===== src/rtl/vga_timing_gen_if.sv =====
// Raster timing bundle: sync pins, pixel coordinates and line/frame strobes.
interface vga_timing_gen_if;
  logic       running;
  logic       hsync;
  logic       vsync;
  logic       display_on;
  logic [9:0] pixel_x;
  logic [9:0] pixel_y;
  logic       line_start;
  logic       frame_start;

  modport master (output running, hsync, vsync, display_on, pixel_x, pixel_y,
                  line_start, frame_start);
  modport slave  (input  running, hsync, vsync, display_on, pixel_x, pixel_y,
                  line_start, frame_start);
endinterface


===== src/rtl/vga_timing_gen.sv =====
// VGA raster timing generator, gated by a qualified PLL lock.
module vga_timing_gen #(
  parameter int H_VISIBLE = 640,
  parameter int H_FRONT   = 16,
  parameter int H_SYNC    = 96,
  parameter int H_BACK    = 48,
  parameter int V_VISIBLE = 480,
  parameter int V_FRONT   = 10,
  parameter int V_SYNC    = 2,
  parameter int V_BACK    = 33,
  parameter int LOCK_WAIT = 16
) (
  input  logic              clk,
  input  logic              reset,
  input  logic              pll_locked,
  vga_timing_gen_if.master  vid
);

  localparam logic [9:0] H_LAST = 10'(H_VISIBLE + H_FRONT + H_SYNC + H_BACK - 1);
  localparam logic [9:0] V_LAST = 10'(V_VISIBLE + V_FRONT + V_SYNC + V_BACK - 1);
  localparam logic [9:0] H_VIS  = 10'(H_VISIBLE);
  localparam logic [9:0] V_VIS  = 10'(V_VISIBLE);
  localparam logic [9:0] HS_BEG = 10'(H_VISIBLE + H_FRONT);
  localparam logic [9:0] HS_END = 10'(H_VISIBLE + H_FRONT + H_SYNC);
  localparam logic [9:0] VS_BEG = 10'(V_VISIBLE + V_FRONT);
  localparam logic [9:0] VS_END = 10'(V_VISIBLE + V_FRONT + V_SYNC);
  localparam logic [7:0] LOCK_LAST = 8'(LOCK_WAIT - 1);

  typedef enum logic {WAIT_LOCK, RUN} state_t;

  state_t     state, state_nx;
  logic [7:0] lock_cnt, lock_cnt_nx;
  logic [9:0] x_nx, y_nx;
  logic       run_nx, hs_nx, vs_nx, de_nx, ls_nx, fs_nx;

  always_ff @(posedge clk) begin
    if (reset) begin
      state           <= WAIT_LOCK;
      lock_cnt        <= '0;
      vid.running     <= 1'b0;
      vid.hsync       <= 1'b1;
      vid.vsync       <= 1'b1;
      vid.display_on  <= 1'b0;
      vid.pixel_x     <= '0;
      vid.pixel_y     <= '0;
      vid.line_start  <= 1'b0;
      vid.frame_start <= 1'b0;
    end else begin
      state           <= state_nx;
      lock_cnt        <= lock_cnt_nx;
      vid.running     <= run_nx;
      vid.hsync       <= hs_nx;
      vid.vsync       <= vs_nx;
      vid.display_on  <= de_nx;
      vid.pixel_x     <= x_nx;
      vid.pixel_y     <= y_nx;
      vid.line_start  <= ls_nx;
      vid.frame_start <= fs_nx;
    end
  end

  // Counters fall back to 0 on any path that is not a continuing RUN cycle.
  always_comb begin
    state_nx    = state;
    lock_cnt_nx = '0;
    x_nx        = '0;
    y_nx        = '0;
    case (state)
      WAIT_LOCK: begin
        if (pll_locked) begin
          if (lock_cnt == LOCK_LAST) state_nx = RUN;
          else                       lock_cnt_nx = lock_cnt + 8'd1;
        end
      end
      RUN: begin
        if (!pll_locked) begin
          state_nx = WAIT_LOCK;
        end else if (vid.pixel_x == H_LAST) begin
          y_nx = (vid.pixel_y == V_LAST) ? 10'd0 : vid.pixel_y + 10'd1;
        end else begin
          x_nx = vid.pixel_x + 10'd1;
          y_nx = vid.pixel_y;
        end
      end
      default: state_nx = WAIT_LOCK;
    endcase
  end

  // Decode from next-state coordinates so registered outputs line up with pixel_x/y.
  always_comb begin
    run_nx = (state_nx == RUN);
    hs_nx  = 1'b1;
    vs_nx  = 1'b1;
    de_nx  = 1'b0;
    ls_nx  = 1'b0;
    fs_nx  = 1'b0;
    if (run_nx) begin
      hs_nx = !(x_nx >= HS_BEG && x_nx < HS_END);
      vs_nx = !(y_nx >= VS_BEG && y_nx < VS_END);
      de_nx = (x_nx < H_VIS) && (y_nx < V_VIS);
      ls_nx = (x_nx == 10'd0);
      fs_nx = (x_nx == 10'd0) && (y_nx == 10'd0);
    end
  end

endmodule


===== src/flat_wrapper.sv =====
// flat-port wrapper written by rule: the top's interface ports become plain ports
module vga_timing_gen_flat 
#(
  parameter int H_VISIBLE = 640,
  parameter int H_FRONT   = 16,
  parameter int H_SYNC    = 96,
  parameter int H_BACK    = 48,
  parameter int V_VISIBLE = 480,
  parameter int V_FRONT   = 10,
  parameter int V_SYNC    = 2,
  parameter int V_BACK    = 33,
  parameter int LOCK_WAIT = 16
)
  (clk, reset, pll_locked, vid_running, vid_hsync, vid_vsync, vid_display_on, vid_pixel_x, vid_pixel_y, vid_line_start, vid_frame_start);
  vga_timing_gen_if vid_i ();
  input  logic clk;
  input  logic reset;
  input  logic pll_locked;
  output wire logic [$bits(vid_i.running)-1:0] vid_running;
  output wire logic [$bits(vid_i.hsync)-1:0] vid_hsync;
  output wire logic [$bits(vid_i.vsync)-1:0] vid_vsync;
  output wire logic [$bits(vid_i.display_on)-1:0] vid_display_on;
  output wire logic [$bits(vid_i.pixel_x)-1:0] vid_pixel_x;
  output wire logic [$bits(vid_i.pixel_y)-1:0] vid_pixel_y;
  output wire logic [$bits(vid_i.line_start)-1:0] vid_line_start;
  output wire logic [$bits(vid_i.frame_start)-1:0] vid_frame_start;
  assign vid_running = vid_i.running;
  assign vid_hsync = vid_i.hsync;
  assign vid_vsync = vid_i.vsync;
  assign vid_display_on = vid_i.display_on;
  assign vid_pixel_x = vid_i.pixel_x;
  assign vid_pixel_y = vid_i.pixel_y;
  assign vid_line_start = vid_i.line_start;
  assign vid_frame_start = vid_i.frame_start;
  vga_timing_gen #(.H_VISIBLE(H_VISIBLE), .H_FRONT(H_FRONT), .H_SYNC(H_SYNC), .H_BACK(H_BACK), .V_VISIBLE(V_VISIBLE), .V_FRONT(V_FRONT), .V_SYNC(V_SYNC), .V_BACK(V_BACK), .LOCK_WAIT(LOCK_WAIT)) u_core (.clk(clk), .reset(reset), .pll_locked(pll_locked), .vid(vid_i));
endmodule

===== config.mk =====
export PLATFORM = sky130hd
export DESIGN_NAME = vga_timing_gen_flat
export DESIGN_NICKNAME = d
export VERILOG_FILES = /design/src/rtl/vga_timing_gen_if.sv /design/src/rtl/vga_timing_gen.sv /design/src/flat_wrapper.sv
export SDC_FILE = /design/constraint.sdc
export NUM_CORES = 1
export LEC_CHECK = 0
export CORE_UTILIZATION = 60
export DETAILED_ROUTE_END_ITERATION = 10
export DONT_BUFFER_PORTS = 1
export GPL_TIMING_DRIVEN = 0
export HOLD_SLACK_MARGIN = 0.02
export MAX_ROUTING_LAYER = met4
export PLACE_DENSITY = 0.84
export SLEW_MARGIN = 20
export SYNTH_ARGS = -nofsm -noshare
export SYNTH_HDL_FRONTEND = slang
export SYNTH_SLANG_ARGS = --single-unit

===== constraint.sdc =====
create_clock -name clk -period 5.3 [get_ports clk]
set_input_delay 1.325 -clock clk [delete_from_list [all_inputs] [get_ports clk]]
set_output_delay 1.325 -clock clk [all_outputs]
set_load 0.1 [all_outputs]

# Word-level counts from Yosys, hierarchy flattened
# Index checks and enable logic that the tools add are counted.
totals:
  register_bits: 34
  in_bits: 3
  out_inout_bits: 26
classes:
  add_sub_neg: 3
  order_cmp: 6
  eq_ne: 3
  mux: 11
  bitwise_logic: 3
  reduce_logical: 10
op_table:
  columns: ["cell", "n"]
  rows:
  - ["$mux W10", 7]
  - ["$add A10 B1 Y10 const B", 2]
  - ["$eq A10 B10 Y1 const B", 2]
  - ["$logic_not A10 Y1", 2]
  - ["$lt A10 B10 Y1 const B", 2]
  - ["$lt A10 B9 Y1 const B", 2]
  - ["$ge A10 B10 Y1 const B", 1]
  - ["$ge A10 B9 Y1 const B", 1]
  - ["$add A8 B1 Y8 const B", 1]
  - ["$eq A8 B4 Y1 const B", 1]
  - ["$logic_and A1 B1 Y1", 4]
  - ["$reduce_or A4 Y1", 1]
  - ["$mux W1", 3]
  - ["$not A1 Y1", 3]
  - ["$logic_not A1 Y1", 2]
  - ["$pmux W1 S2", 1]
  - ["$reduce_or A2 Y1", 1]

# Longest topological paths before layout
logic_depth:
  depth_word: 8
  ltp_mapped: 8
  depth_no_buf: 8

# Least setup slack after synthesis
# Ideal clock, no wire load.
synth_timing:
  path_type: "register to register"
  from: "register u_core.vid.pixel_x[0]"
  to: "register u_core.vid.display_on"
  arrival_time_ps: 2900
  path_slack_ps: 2284
  path_stages_with_launch: 8
  path_buffers: 0
  cell_sequence: "dfxtp_1 -> ha_1 -> nand4_4 -> nor4_4 -> nand3_2 -> xor2_1 -> o41a_1 -> o211a_1"
synth_between:
  elab_chain_len: 6
  word_cells_on_any_way: 11
synth_lines:
  columns: ["item", "line_no", "rtl"]
  rows:
  - ["start, declared", "vga_timing_gen_if.sv:12", "modport master (output running, hsync, vsync, display_on, pixel_x, pixel_y,"]
  - ["start signal, assigned", "vga_timing_gen.sv:55", "vid.pixel_x <= x_nx;"]
  - ["$add A10 B1 Y10 / $eq A10 B10 Y1 (equally long branches)", "vga_timing_gen.sv:81, vga_timing_gen.sv:78", null]
  - ["$mux W10", "vga_timing_gen.sv:78", "end else if (vid.pixel_x == H_LAST) begin"]
  - ["$mux W10", "vga_timing_gen.sv:76", "if (!pll_locked) begin"]
  - ["$mux W10", "vga_timing_gen.sv:68", "case (state)"]
  - ["$lt A10 B10 Y1 / $lt A10 B9 Y1 (equally long branches)", "vga_timing_gen.sv:100", "de_nx = (x_nx < H_VIS) && (y_nx < V_VIS);"]
  - ["$logic_and A1 B1 Y1 (*)", "vga_timing_gen.sv:100", null]
  - ["end signal, assigned", "vga_timing_gen.sv:54", "vid.display_on <= de_nx;"]
  - ["end, declared", "vga_timing_gen_if.sv:12", null]
# Every way passes the cells marked *; elsewhere a longest branch is shown, timed or not.
# A chain may end at the register's enable or synchronous reset.

# Worst setup path after layout
layout_timing:
  from: "register u_core.vid.pixel_x[0]"
  to: "register u_core.vid.frame_start"
layout_between:
  elab_chain_len: 6
  word_cells_on_any_way: 11
layout_lines:
  columns: ["item", "line_no", "rtl"]
  rows:
  - ["$add A10 B1 Y10 / $eq A10 B10 Y1 (equally long branches)", "vga_timing_gen.sv:81, vga_timing_gen.sv:78", null]
  - ["$mux W10", "vga_timing_gen.sv:78", null]
  - ["$mux W10", "vga_timing_gen.sv:76", null]
  - ["$mux W10", "vga_timing_gen.sv:68", null]
  - ["$logic_not A10 Y1", "vga_timing_gen.sv:102", "fs_nx = (x_nx == 10'd0) && (y_nx == 10'd0);"]
  - ["$logic_and A1 B1 Y1 (*)", "vga_timing_gen.sv:102", null]
  - ["end signal, assigned", "vga_timing_gen.sv:58", "vid.frame_start <= fs_nx;"]
  - ["end, declared", "vga_timing_gen_if.sv:13", "line_start, frame_start);"]
# Marked as above.

==> impl_metrics.ini <==
[setup_path]
path_max_fanout = 6
critPathLaunch = u_core.vid.pixel_x[0]
r2r_start = u_core.vid.pixel_x[0]
arrival_ps = 3580
critical_path_class = flip-flop to flip-flop
regToRegSetupSlack_ps = 1930
crit_path_end_kind = flip-flop
crit_path_start_kind = flip-flop
crit_required_ps = 5520

[min_path]
hold_path_class = flip-flop to flip-flop
min-delay-start = u_core.lock_cnt[0]

[global_routing]
use_met3_pct = 7.83
grt_use_total_pct = 27.4
grt_util_met1_pct = 32.6
gr-max-usage-layer = met2
use_met2_pct = 43.7
grt_pass1_wl_um = 6620
grt_pass1_vias = 1448
grt-ovfl-total = 0
grt_max_degree = 11
antenna_found_initial = 0

[timing]
worst_pin_slew_ps = 1180
finalSetupViolations = 0
fin_tns_setup_ps = 0
relSlewSlack_pct = 20.9
finalCriticalPeriod_ps = 3370
period_share_pct = 63.5
clock_skew_ps = 15.1
rsz0062_at_grt = no
finalMaxSlewViolations = 0
hold_viol = 0
fmax_mhz = 297

[clocking]
clk_pin_slew_ps = 110
htreeDepth = 2
cts_tree = built
cts_root_buffer = clkbuf_4
insertion_delay_ps = 350
cts_buffers = 5
post_cts_resized = 0
cts_hold_buffers = 0
cts_setup_buffers = 0
clockBufferDepth = 2
cts_sinks = 34

[yosys]
ys_seq_area_share_pct = 38.0
async_reset_ff_share_pct = 0
synth.distinct_cells = 48
avgSynthCellArea_um2 = 8.83
synth-seq-cells = 34
syn_inst = 203
synth-edff-count = 0
netlist_area_um2 = 1790
yosysWarnings = 0
synth.net_count = 210
ys.flop_type = dfxtp_1

[finish]
utilization_pct = 67.5
fin_nets = 217
layout-drive-gt1-share_pct = 12.8
fill_cells = 239
layout_commonest_cell = nor2_1
final_cell_area_um2 = 1890
n_antenna_cell = 0
syn2layout_area_growth_pct = 5.65
final_cell_mix = 36 x nor2_1, 32 x dfxtp_1, 14 x nand3_1

[power]
seqPwrFrac_pct = 62.6
ir_drop_v = 0.000136
pwr_density_cell_nw_per_um2 = 216
pwr-share-clk_pct = 36.8
p_switching_mw = 0.0887
p_int_mw = 0.321
power_frac_comb_pct = 0.6
leakagePower_nw = 0.618
switching_share_pct = 21.6

[routing]
vias = 1519
detail_route.wl_per_cell_um = 15.9
firstDrtPassIters = 7
ant_nets = 0
vias_per_cell = 6.28
wl_um = 3850
drc_errors = 4
drt_iter0_markers = 91

[floorplanning]
fp.dieH_um = 56.7
ios = 29
initial_core_util_pct = 63.9
die_area_um2 = 3210
die_w_um = 56.7
core_um2 = 2810
fp-row-count = 19

[flow_run]
drv_cap = 0

[status]
status = finished, violations left
violations = design-rule violations

[placed_design]
gp_congestion = 0.857
portBuffers = 0
post_dp_cell_area_um2 = 1830
dpl.hpwl_um = 2880
## routing by layer
metal	wire [um]	part of all wire, %
met1	1690	44
met2	1870	49
met3	219	5.7
met4	61	1.6
met5	0	0
## path summary, 6_finish.rpt
path / to / cells after the start
worst min-delay path: u_core.lock_cnt[0] / 1
worst min register to register: u_core.lock_cnt[0] / 1
worst max register to register: u_core.vid.frame_start / 7
worst max-delay path: u_core.vid.frame_start / 7
## cell usage after synthesis (2+ instances only)
cell type | number | area [um^2]
and3_1 | 4 | 25.0
nand4_1 | 4 | 25.0
xnor2_1 | 10 | 87.6
buf_4 | 2 | 15.0
and2_1 | 2 | 12.5
nand2b_1 | 2 | 12.5
nor3b_1 | 2 | 15.0
a21oi_1 | 4 | 20.0
nand2_1 | 12 | 45.0
o21ai_0 | 4 | 20.0
xor2_1 | 12 | 105
nor2_1 | 36 | 135
nor4_1 | 4 | 25.0
or2_2 | 2 | 12.5
ha_1 | 4 | 50.1
nand3b_1 | 2 | 15.0
nor4_4 | 2 | 42.5
buf_6 | 3 | 33.8
inv_1 | 9 | 33.8
nand3_1 | 14 | 70.1
dfxtp_1 | 34 | 681
a31oi_1 | 5 | 31.3
clkbuf_1 | 2 | 7.51
or4_1 | 2 | 15.0
o31ai_1 | 3 | 22.5
## flip-flops by register name, indices dropped and copies added (netlist names)
register / cells
u_core.vid.frame_start: 1
u_core.lock_cnt: 8
u_core.vid.pixel_x: 10
u_core.vid.running: 1
u_core.vid.display_on: 1
u_core.vid.vsync: 1
u_core.vid.pixel_y: 10
u_core.vid.line_start: 1
u_core.vid.hsync: 1
## critical path, cell delays in order (launching register included)
cell and delay (ps):
dfxtp_1 1060, ha_1 460, nand4_4 210, nor4_4 400, a31oi_1 170, a211oi_1 410
a31oi_1 150, nor4_1 380
## stage by stage
step / hold slack [ps] / total power [mW] / worst slack, ps / std cells
floorplan: 418 / 0.264 / 2280 / 203
global placement: 430 / 0.265 / 2110 / 234
detailed placement: 439 / 0.265 / 2050 / 234
CTS: 468 / 0.410 / 1990 / 242
global route: 503 / 0.421 / 1760 / 242
finish: 471 / 0.410 / 1930 / 242
## power groups by stage
stage / Combinational [mW] / Sequential [mW] / Clock, mW
floorplan: 0.00198 / 0.262 / 0
global placement: 0.00224 / 0.262 / 0
detailed placement: 0.00238 / 0.262 / 0
CTS: 0.00256 / 0.257 / 0.150
global route: 0.00277 / 0.257 / 0.161
finish: 0.00250 / 0.257 / 0.151
## logic make-up after synthesis
group | count (synthesis) | share of synthesized area, %
simple gates | 96 | 30.8
flops | 34 | 38.0
compound gates | 29 | 11.9
xor+xnor | 22 | 10.7
buf+inv | 17 | 5.30
fa+ha+maj | 4 | 2.79
mux | 1 | 0.558
## area by class of cell
cell class | instances | area (um^2) | area share (%)
tap | 31 | 38.8 | 2.05
sequential | 34 | 683 | 36.1
inverter | 9 | 33.8 | 1.78
multi-input combinational | 152 | 1020 | 53.7
clock buffer | 7 | 55.1 | 2.91
clock inverter | 1 | 5.00 | 0.264
buffer | 8 | 61.3 | 3.24
Note: power is estimated with default switching activity, not from simulation.
